**config.mk**
```make
export PLATFORM = sky130hd
export DESIGN_NAME = horner_poly_pipe
export DESIGN_NICKNAME = d
export VERILOG_FILES = /design/src/rtl/horner_poly_pipe_pkg.sv /design/src/rtl/horner_poly_pipe_mul_qf.sv /design/src/rtl/horner_poly_pipe.sv
export SDC_FILE = /design/constraint.sdc
export NUM_CORES = 2
export LEC_CHECK = 0
export BUFFER_PORTS_ARGS = -buffer_cell sky130_fd_sc_hd__buf_2
export CAP_MARGIN = 5
export CORE_MARGIN = 3
export CORE_UTILIZATION = 45
export CTS_BUF_LIST = sky130_fd_sc_hd__clkbuf_2
export DETAILED_ROUTE_END_ITERATION = 8
export GPL_TIMING_DRIVEN = 0
export SYNTH_ARGS = -nofsm -noshare
export SYNTH_HDL_FRONTEND = slang
export SYNTH_HIERARCHICAL = 1
export SYNTH_SLANG_ARGS = --single-unit
```
**constraint.sdc**
```tcl
create_clock -name clk -period 17.6 [get_ports clk]
set_input_delay 0.88 -clock clk [delete_from_list [all_inputs] [get_ports clk]]
set_output_delay 0.88 -clock clk [all_outputs]
set_load 0.05 [all_outputs]
```
**src/rtl/horner_poly_pipe_pkg.sv**
```systemverilog
// Shared defaults for the Horner odd-polynomial pipeline: fixed-point format,
// reset coefficient set and the configuration address map.
package horner_poly_pipe_pkg;

    localparam int FRAC_DEF      = 16;
    localparam int ACC_WIDTH_DEF = 32;

    localparam logic signed [31:0] K2_DEF = 32'sd8385;
    localparam logic signed [31:0] K1_DEF = -32'sd80774;
    localparam logic signed [31:0] K0_DEF = 32'sd350157;
    localparam logic signed [31:0] C0_DEF = -32'sd317475;

    // Packed {C0, K0, K1, K2}: C0 in the top slot, K[M-1] in the bottom slot
    localparam logic [127:0] COEF_INIT_DEF = {C0_DEF, K0_DEF, K1_DEF, K2_DEF};

    localparam int CFG_ADDR_C0     = 0;
    localparam int CFG_ADDR_K_BASE = 1;

endpackage

```
**src/rtl/horner_poly_pipe_mul_qf.sv**
```systemverilog
// Fixed-point multiply: full signed product, arithmetic shift right by FRAC
// (floor), truncated to Y_W bits.
module mul_qf
    import horner_poly_pipe_pkg::*;
#(
    parameter int A_W  = 32,
    parameter int B_W  = 32,
    parameter int Y_W  = 32,
    parameter int FRAC = FRAC_DEF
) (
    input  logic [A_W-1:0] a,
    input  logic [B_W-1:0] b,
    output logic [Y_W-1:0] y
);

    localparam int P_W = A_W + B_W;

    logic signed [P_W-1:0] a_ext_s;
    logic signed [P_W-1:0] b_ext_s;
    logic signed [P_W-1:0] prod_s;

    // Sign-extend, multiply, floor-shift and truncate
    always_comb begin
        a_ext_s = P_W'($signed(a));
        b_ext_s = P_W'($signed(b));
        prod_s  = a_ext_s * b_ext_s;
        y       = Y_W'(prod_s >>> FRAC);
    end

endmodule

```
**src/rtl/horner_poly_pipe.sv**
```systemverilog
// Pipelined odd-polynomial evaluator y = r*(K[M-1]*r^2(M-1) + ... + K[0]) + C0
// with valid/ready flow control, drain-then-write coefficients, clamp and saturation.
module horner_poly_pipe
    import horner_poly_pipe_pkg::*;
#(
    parameter int DATA_WIDTH = 16,
    parameter int ACC_WIDTH  = ACC_WIDTH_DEF,
    parameter int FRAC       = FRAC_DEF,
    parameter int M          = 3,
    parameter logic [(M+1)*ACC_WIDTH-1:0] COEF_INIT = COEF_INIT_DEF,
    parameter int CLAMP_EN   = 1,
    parameter int A_Q16      = 111411,
    parameter int SAT_EN     = 1
) (
    input  logic                      clk,
    input  logic                      rst_n,
    input  logic                      in_valid,
    output logic                      in_ready,
    input  logic [DATA_WIDTH-1:0]     r_q16,
    output logic                      out_valid,
    input  logic                      out_ready,
    output logic [ACC_WIDTH-1:0]      ans_q16,
    input  logic                      cfg_we,
    output logic                      cfg_ready,
    input  logic [$clog2(M+1)-1:0]    cfg_addr,
    input  logic [ACC_WIDTH-1:0]      cfg_wdata
);

    localparam int AW = $clog2(M + 1);
    localparam int RW = DATA_WIDTH + 1;
    localparam logic [DATA_WIDTH-1:0] A_THR = DATA_WIDTH'(A_Q16);
    localparam logic [ACC_WIDTH-1:0] SAT_MAX = {1'b0, {(ACC_WIDTH-1){1'b1}}};
    localparam logic [ACC_WIDTH-1:0] SAT_MIN = {1'b1, {(ACC_WIDTH-1){1'b0}}};

    // vld_q[0] is stage 1, vld_q[M] is the output register
    logic [M:0]              vld_q, vld_d;
    logic [M-1:0]            gt_q, gt_d;
    logic [DATA_WIDTH-1:0]   r_q  [M];
    logic [DATA_WIDTH-1:0]   r_d  [M];
    logic [ACC_WIDTH-1:0]    r2_q [M-1];
    logic [ACC_WIDTH-1:0]    r2_d [M-1];
    logic [ACC_WIDTH-1:0]    s_q  [1:M-1];
    logic [ACC_WIDTH-1:0]    s_d  [1:M-1];
    logic [ACC_WIDTH-1:0]    coef_q [M+1];
    logic [ACC_WIDTH-1:0]    coef_d [M+1];
    logic [ACC_WIDTH-1:0]    ans_q, ans_d;

    logic [ACC_WIDTH-1:0]    r2_s;
    logic [ACC_WIDTH-1:0]    fin_s;
    logic [ACC_WIDTH-1:0]    sum_s [1:M-1];
    logic [ACC_WIDTH:0]      fin_sum_s;
    logic                    en_s, accept_s, cfg_hit_s;

    mul_qf #(.A_W(RW), .B_W(RW), .Y_W(ACC_WIDTH), .FRAC(FRAC)) u_mul_sq (
        .a ({1'b0, r_q16}),
        .b ({1'b0, r_q16}),
        .y (r2_s)
    );

    // Stage i+1 computes mul(a, r2) + K[M-1-i]; the first stage seeds a with K[M-1]
    for (genvar i = 1; i < M; i++) begin : g_stage
        logic [ACC_WIDTH-1:0] a_s;
        logic [ACC_WIDTH-1:0] p_s;
        if (i == 1) begin : g_first
            assign a_s = coef_q[CFG_ADDR_K_BASE + M - 1];
        end else begin : g_rest
            assign a_s = s_q[i-1];
        end
        mul_qf #(.A_W(ACC_WIDTH), .B_W(ACC_WIDTH), .Y_W(ACC_WIDTH), .FRAC(FRAC)) u_mul (
            .a (a_s),
            .b (r2_q[i-1]),
            .y (p_s)
        );
        assign sum_s[i] = p_s + coef_q[CFG_ADDR_K_BASE + M - 1 - i];
    end

    mul_qf #(.A_W(ACC_WIDTH), .B_W(RW), .Y_W(ACC_WIDTH), .FRAC(FRAC)) u_mul_out (
        .a (s_q[M-1]),
        .b ({1'b0, r_q[M-1]}),
        .y (fin_s)
    );

    // Handshake: every stage moves together on en; coefficient writes wait for an empty pipe
    always_comb begin
        en_s      = ~vld_q[M] | out_ready;
        in_ready  = en_s & ~cfg_we;
        cfg_ready = ~(|vld_q);
        accept_s  = in_valid & in_ready;
        cfg_hit_s = cfg_we & cfg_ready & ({1'b0, cfg_addr} <= (AW+1)'(M));
    end

    // Datapath next state, final add with clamp / saturation
    always_comb begin
        vld_d     = vld_q;
        gt_d      = gt_q;
        r_d       = r_q;
        r2_d      = r2_q;
        s_d       = s_q;
        ans_d     = ans_q;
        fin_sum_s = {fin_s[ACC_WIDTH-1], fin_s}
                  + {coef_q[CFG_ADDR_C0][ACC_WIDTH-1], coef_q[CFG_ADDR_C0]};
        if (en_s) begin
            vld_d   = {vld_q[M-1:0], accept_s};
            gt_d    = {gt_q[M-2:0], (r_q16 > A_THR)};
            r_d[0]  = r_q16;
            r2_d[0] = r2_s;
            for (int i = 1; i < M; i++) begin
                r_d[i] = r_q[i-1];
                s_d[i] = sum_s[i];
            end
            for (int i = 1; i < M - 1; i++) begin
                r2_d[i] = r2_q[i-1];
            end
            if ((CLAMP_EN != 0) && gt_q[M-1]) begin
                ans_d = {ACC_WIDTH{1'b0}};
            end else if ((SAT_EN != 0) && (fin_sum_s[ACC_WIDTH] != fin_sum_s[ACC_WIDTH-1])) begin
                ans_d = fin_sum_s[ACC_WIDTH] ? SAT_MIN : SAT_MAX;
            end else begin
                ans_d = fin_sum_s[ACC_WIDTH-1:0];
            end
        end else begin
            ans_d = ans_q;
        end
    end

    // Coefficient bank write; out-of-range addresses complete but are dropped
    always_comb begin
        coef_d = coef_q;
        if (cfg_hit_s) begin
            coef_d[cfg_addr] = cfg_wdata;
        end else begin
            coef_d = coef_q;
        end
    end

    // State registers; the coefficient bank reloads its power-on set on reset
    always_ff @(posedge clk or negedge rst_n) begin
        if (!rst_n) begin
            vld_q <= {(M+1){1'b0}};
            gt_q  <= {M{1'b0}};
            ans_q <= {ACC_WIDTH{1'b0}};
            for (int i = 0; i < M; i++)     r_q[i]  <= {DATA_WIDTH{1'b0}};
            for (int i = 0; i < M - 1; i++) r2_q[i] <= {ACC_WIDTH{1'b0}};
            for (int i = 1; i < M; i++)     s_q[i]  <= {ACC_WIDTH{1'b0}};
            for (int k = 0; k <= M; k++)    coef_q[k] <= COEF_INIT[(M-k)*ACC_WIDTH +: ACC_WIDTH];
        end else begin
            vld_q  <= vld_d;
            gt_q   <= gt_d;
            ans_q  <= ans_d;
            r_q    <= r_d;
            r2_q   <= r2_d;
            s_q    <= s_d;
            coef_q <= coef_d;
        end
    end

    assign out_valid = vld_q[M];
    assign ans_q16   = ans_q;

endmodule
```
After elaboration in Yosys (flattened, before gate mapping)
Cells that the tools add are included.
{"block": "totals", "register_bits": 311, "input_bits": 55, "out_inout_bits": 35}
{"block": "op_classes", "addsub": 3, "n_mul": 4, "n_lt_le_gt_ge": 3, "eq_ne": 1, "muxes": 6, "bitwise_logic": 8, "reduce_logical": 2}
{"cell": "$mul A32 B17 Y48", "count": 3}
{"cell": "$bwmux W128", "count": 1}
{"cell": "$mux W32", "count": 4}
{"cell": "$add A32 B32 Y32", "count": 2}
{"cell": "$demux W32 S2", "count": 1}
{"cell": "$add A32 B32 Y33", "count": 1}
{"cell": "$mul A16 B16 Y32", "count": 1}
{"cell": "$gt A16 B16 Y1 const B", "count": 1}
{"cell": "$reduce_or A4 Y1", "count": 1}
{"cell": "$and A1 B1 Y1", "count": 3}
{"cell": "$ge A3 B3 Y1 const B", "count": 1}
{"cell": "$lt A3 B1 Y1 const B", "count": 1}
{"cell": "$not A1 Y1", "count": 3}
{"cell": "$not A2 Y3", "count": 1}
{"cell": "$logic_and A1 B1 Y1", "count": 1}
{"cell": "$ne A1 B1 Y1", "count": 1}
{"cell": "$or A1 B1 Y1", "count": 1}

Logic depth before layout (Yosys ltp)
{"block": "depth", "word_depth": 6, "mapped_depth": 37, "ltp_nobuf": 35}

By module
The synthesis kept the hierarchy.
{"mod": "mul_qf at g_stage[1].u_mul", "instances": 1, "cells_per_inst": 3154, "area_each_um2": 28956.5}
{"mod": "mul_qf at g_stage[2].u_mul", "instances": 1, "cells_per_inst": 3097, "area_each_um2": 28695.0}
{"mod": "mul_qf at u_mul_out", "instances": 1, "cells_per_inst": 1941, "area_each_um2": 17802.1}
{"mod": "horner_poly_pipe", "instances": 1, "cells_per_inst": 1748, "area_each_um2": 17440.5}
{"mod": "mul_qf at u_mul_sq", "instances": 1, "cells_per_inst": 1140, "area_each_um2": 10622.7}

Least setup slack after synthesis
Ideal clock, no wire load.
{"block": "synth_path", "path_kind": "register to register", "startpoint": "register s_q (netlist bit g_stage[2].a_s[18])", "endpoint": "register s_q[28] (netlist bit)", "setup_time_ns": 0.129, "arrival_ns": 8.607, "required_ns": 17.471, "path_slack_ns": 8.864, "path_stages_with_launch": 33, "period_less_slack_ns": 8.736, "cell_sequence": "dfrtp_1 clkbuf_1 clkbuf_1 nand2_1 fa_1 fa_1 fa_1 fa_1 inv_1 fa_1 fa_1 fa_1 fa_1 ha_1 nand2_1 and2b_2 nand4_1 nor4_4 nor3_1 o21ai_0 a21oi_1 xnor2_1 ha_1 a21o_1 a21o_1 a211oi_1 o21bai_1 a2111oi_0 a21oi_1 or4_1 o311ai_1 xor2_1 o21ai_1"}
{"block": "synth_via", "elab_chain_cells": 2}
{"item": "start, declared", "line_no": "horner_poly_pipe.sv:42", "text": "logic [ACC_WIDTH-1:0] s_q [1:M-1];"}
{"item": "start signal, assigned", "line_no": "horner_poly_pipe.sv:152", "text": "s_q <= s_d;"}
{"item": "$mul A32 B17 Y48", "line_no": "horner_poly_pipe_mul_qf.sv:26", "text": "prod_s = a_ext_s * b_ext_s;"}
{"item": "named net g_stage[2].p_s[14]", "line_no": "horner_poly_pipe.sv:63", "text": "logic [ACC_WIDTH-1:0] p_s;"}
{"item": "$add A32 B32 Y32", "line_no": "horner_poly_pipe.sv:74", "text": "assign sum_s[i] = p_s + coef_q[CFG_ADDR_K_BASE + M - 1 - i];"}
The timed path passes the listed nets, and every way through them passes these cells.
A chain may end at the register's enable or synchronous reset.

==> flow_summary_export.csv <==
group,metric,value,unit
run_status,run_status,"finished clean",
floorplanning,die_w,485.6,um
timing,maxSlewHeadroom,11.22,%
critical_path,crit_top_cell,"fa_1",
timing,fin_setup_tns,0,ps
final_layout,fillerInstances,21999,
timing,setup_viol,0,
floorplanning,ios,90,
final_layout,syn_to_final_growth,5.158,%
timing,finalMaxSlewViolations,0,
placement,dp_hpwl,304700,um
logic_synthesis,ys.flop_type,"dfrtp_1",
clock_network,cts_buffers,85,
route,wire_per_inst,25.37,um
logic_synthesis,yosysTopAreaCell,"fa_1",
timing,fmax,85.41,MHz
route,initialDrtViolationCount,7088,
logic_synthesis,synth-edff-count,0,
logic_synthesis,yosysSeqAreaShare,8.369,%
timing,fin_crit,11710,ps
timing,worst_slew_pin_slew,1332,ps
route,first_pass_iters,8,
timing,finalClockSkew,129.5,ps
timing,hold_viol_final,0,
route,via_count,78681,
logic_synthesis,async_flop_share,100.0,%
logic_synthesis,synth_area_per_cell,9.343,um2
route,met2_length,164700,um
final_layout,final_cell_area,108900,um2
floorplanning,die_area,235800,um2
critical_path,crit_required,18540,ps
logic_synthesis,synth_cells,11080,
floorplanning,placeableCoreArea,228200,um2
route,wl_met1,138500,um
global_routing,grt_usage,31.54,%
route,highest_layer,"met5",
clock_network,cts_resized,0,
floorplanning,rows,175,
logic_synthesis,synth_area_leaders,"fa_1 (48%), inv_1 (8.7%), and2_1 (7.9%)",
clock_network,cts_tree,"done",
placement,port_buffers,89,
placement,placed_area,107900,um2
critical_path,rr_worst_depth,32,
critical_path,critical_path.slowest_cell,"clkbuf_1",
global_routing,first_global_vias,84872,
clock_network,clkSinkCount,343,
timing,period_share,66.52,%
final_layout,fin_nets,14439,
logic_synthesis,ys_warn_count,6,
final_layout,multiInputGateArea,83770,um2
logic_synthesis,synthTopCellsByCount,"fa_1 (2488), inv_1 (2404), nand2_1 (1782), and2_1 (1305), ha_1 (610)",
logic_synthesis,synth.top_cell.area_share,48.12,%
route,wl,365100,um
floorplanning,initial_core_util,45.37,%
floorplanning,die_y,485.6,um
logic_synthesis,synth_area,103500,um2
route,wl_met3,39500,um
placement,placed_cells,14196,
route,postRouteAntennaNets,0,
hold_path,worstHoldStart,"cfg_we",
final_layout,register_area,8663,um2
logic_synthesis,ys_ff_latch,343,
clock_network,h-tree-depth,3,
clock_network,cts_root_buffer,"clkbuf_2",
critical_path,worst_ep_arrival_time,12650,ps
critical_path,crit_path_start_kind,"flip-flop",
clock_network,clk_latency,1200,ps
route,drc_errors,0,
critical_path,endpoint_kind,"flip-flop",
critical_path,r2r_start,"r2_q[50]",
placement,globalplace.congestion,1.048,
critical_path,setup.worst_path.start,"r2_q[50]",
global_routing,antenna_found_initial,35,
run,drv_cap,0,
final_layout,drive_gt1_share,4.923,%
critical_path,crit_fanout,10,
logic_synthesis,synth_cell_types,100,
critical_path,max_stage_delay,780,ps
critical_path,critPathKind,"flip-flop to flip-flop",
logic_synthesis,yosysMostFrequentCell,"fa_1",
global_routing,gr-total-overflow,0,
clock_network,clk_pin_slew,110,ps
global_routing,grt_pass1_wl,548200,um
timing,rsz0062_at_grt,"no",
global_routing,grt_max_degree,129,
final_layout,final_cells,14394,
hold_path,holdPathStages,3,
route,vias_per_cell,5.466,
clock_network,clock_path_buffers,3,
hold_path,min_path_type,"primary input to flip-flop",
worst max-delay path: cells and delay by family (launching register included):
kind,cells,cell delay [ps]
buf+inv,4,1580
fa+ha+maj,10,4850
flops,1,640
simple gates,7,1650
compound gates,9,2170
xor+xnor,2,580
per-layer routing:
layer / vias to the layer above / track usage (%)
met1: 40551 / 40.86
met3: 940 / 7.930
li1: 32945 / -
met5: - / 0
met4: 12 / 15.37
met2: 4233 / 49.51
area by class of cell:
type                            count  area share, %
Antenna cell                       30        0.06896
Buffer                            536          1.948
Inverter                         2404          8.290
Tap cell                         3009          3.459
Timing Repair Buffer              105         0.6034
Clock buffer                      135         0.6207
Sequential cell                   343          7.959
Multi-Input combinational cell   7811          76.95
Clock inverter                     21        0.09770
stage by stage:
step	worst slack, ps	utilization, %	hold WS, ps
finish	5892	47.71	99.19
global route	5513	47.68	4.615
CTS	6030	47.68	7.759
detailed placement	6150	47.28	455.6
global placement	6199	47.24	450.3
floorplan	8864	-	436.8
worst paths after layout:
check	endpoint	slack, ps
setup / recovery	g_stage[2].a_s[31]	5890
hold / removal	vld_q[0]	100
setup reg to reg	g_stage[2].a_s[31]	5890
hold reg to reg	r_q[27]	430
max in group asynchronous	r2_q[7]	15980
min in group asynchronous	ans_q16[1]	310
cell usage in the layout (no fill, tap or decap), types with 33 or more instances in the layout:
master / n
dfstp_2: 64
ha_1: 610
nand2_1: 1782
fa_1: 2488
nand2b_1: 48
nor2b_1: 42
inv_1: 2404
a21oi_1: 216
mux2_2: 128
xor2_1: 78
nor2_1: 198
xnor2_1: 211
dfrtp_1: 279
o21ai_0: 117
clkbuf_1: 500
o21ai_2: 35
clkbuf_2: 135
nand3_1: 37
and2_1: 1305
nor3_1: 33
buf_2: 91
a21o_1: 91
cell families after synthesis:
family	share of synthesized area (%)
AO/OA/AOI/OAI	4.765
XOR/XNOR	2.480
adder cells (fa/ha/maj)	55.49
buffers and inverters	10.77
flip-flops	8.369
multiplexers	1.421
other	0.003623
AND/OR/NAND/NOR	16.71
what timing repair did:
action	in CTS	in global routing
setup buffers	0	0
hold buffers	12	0
hold endpoints to repair	90	0
flip-flops by register name, indices dropped and copies added (netlist names):
signal and count:
vld_q 4, coef_q 96, r_q 48, g_stage.a_s 64, ans_q16 32, s_q 32
r2_q 64, gt_q 3
Power is not shown: default switching activity piles up to over one toggle a cycle in this logic, so the estimate is an artifact.
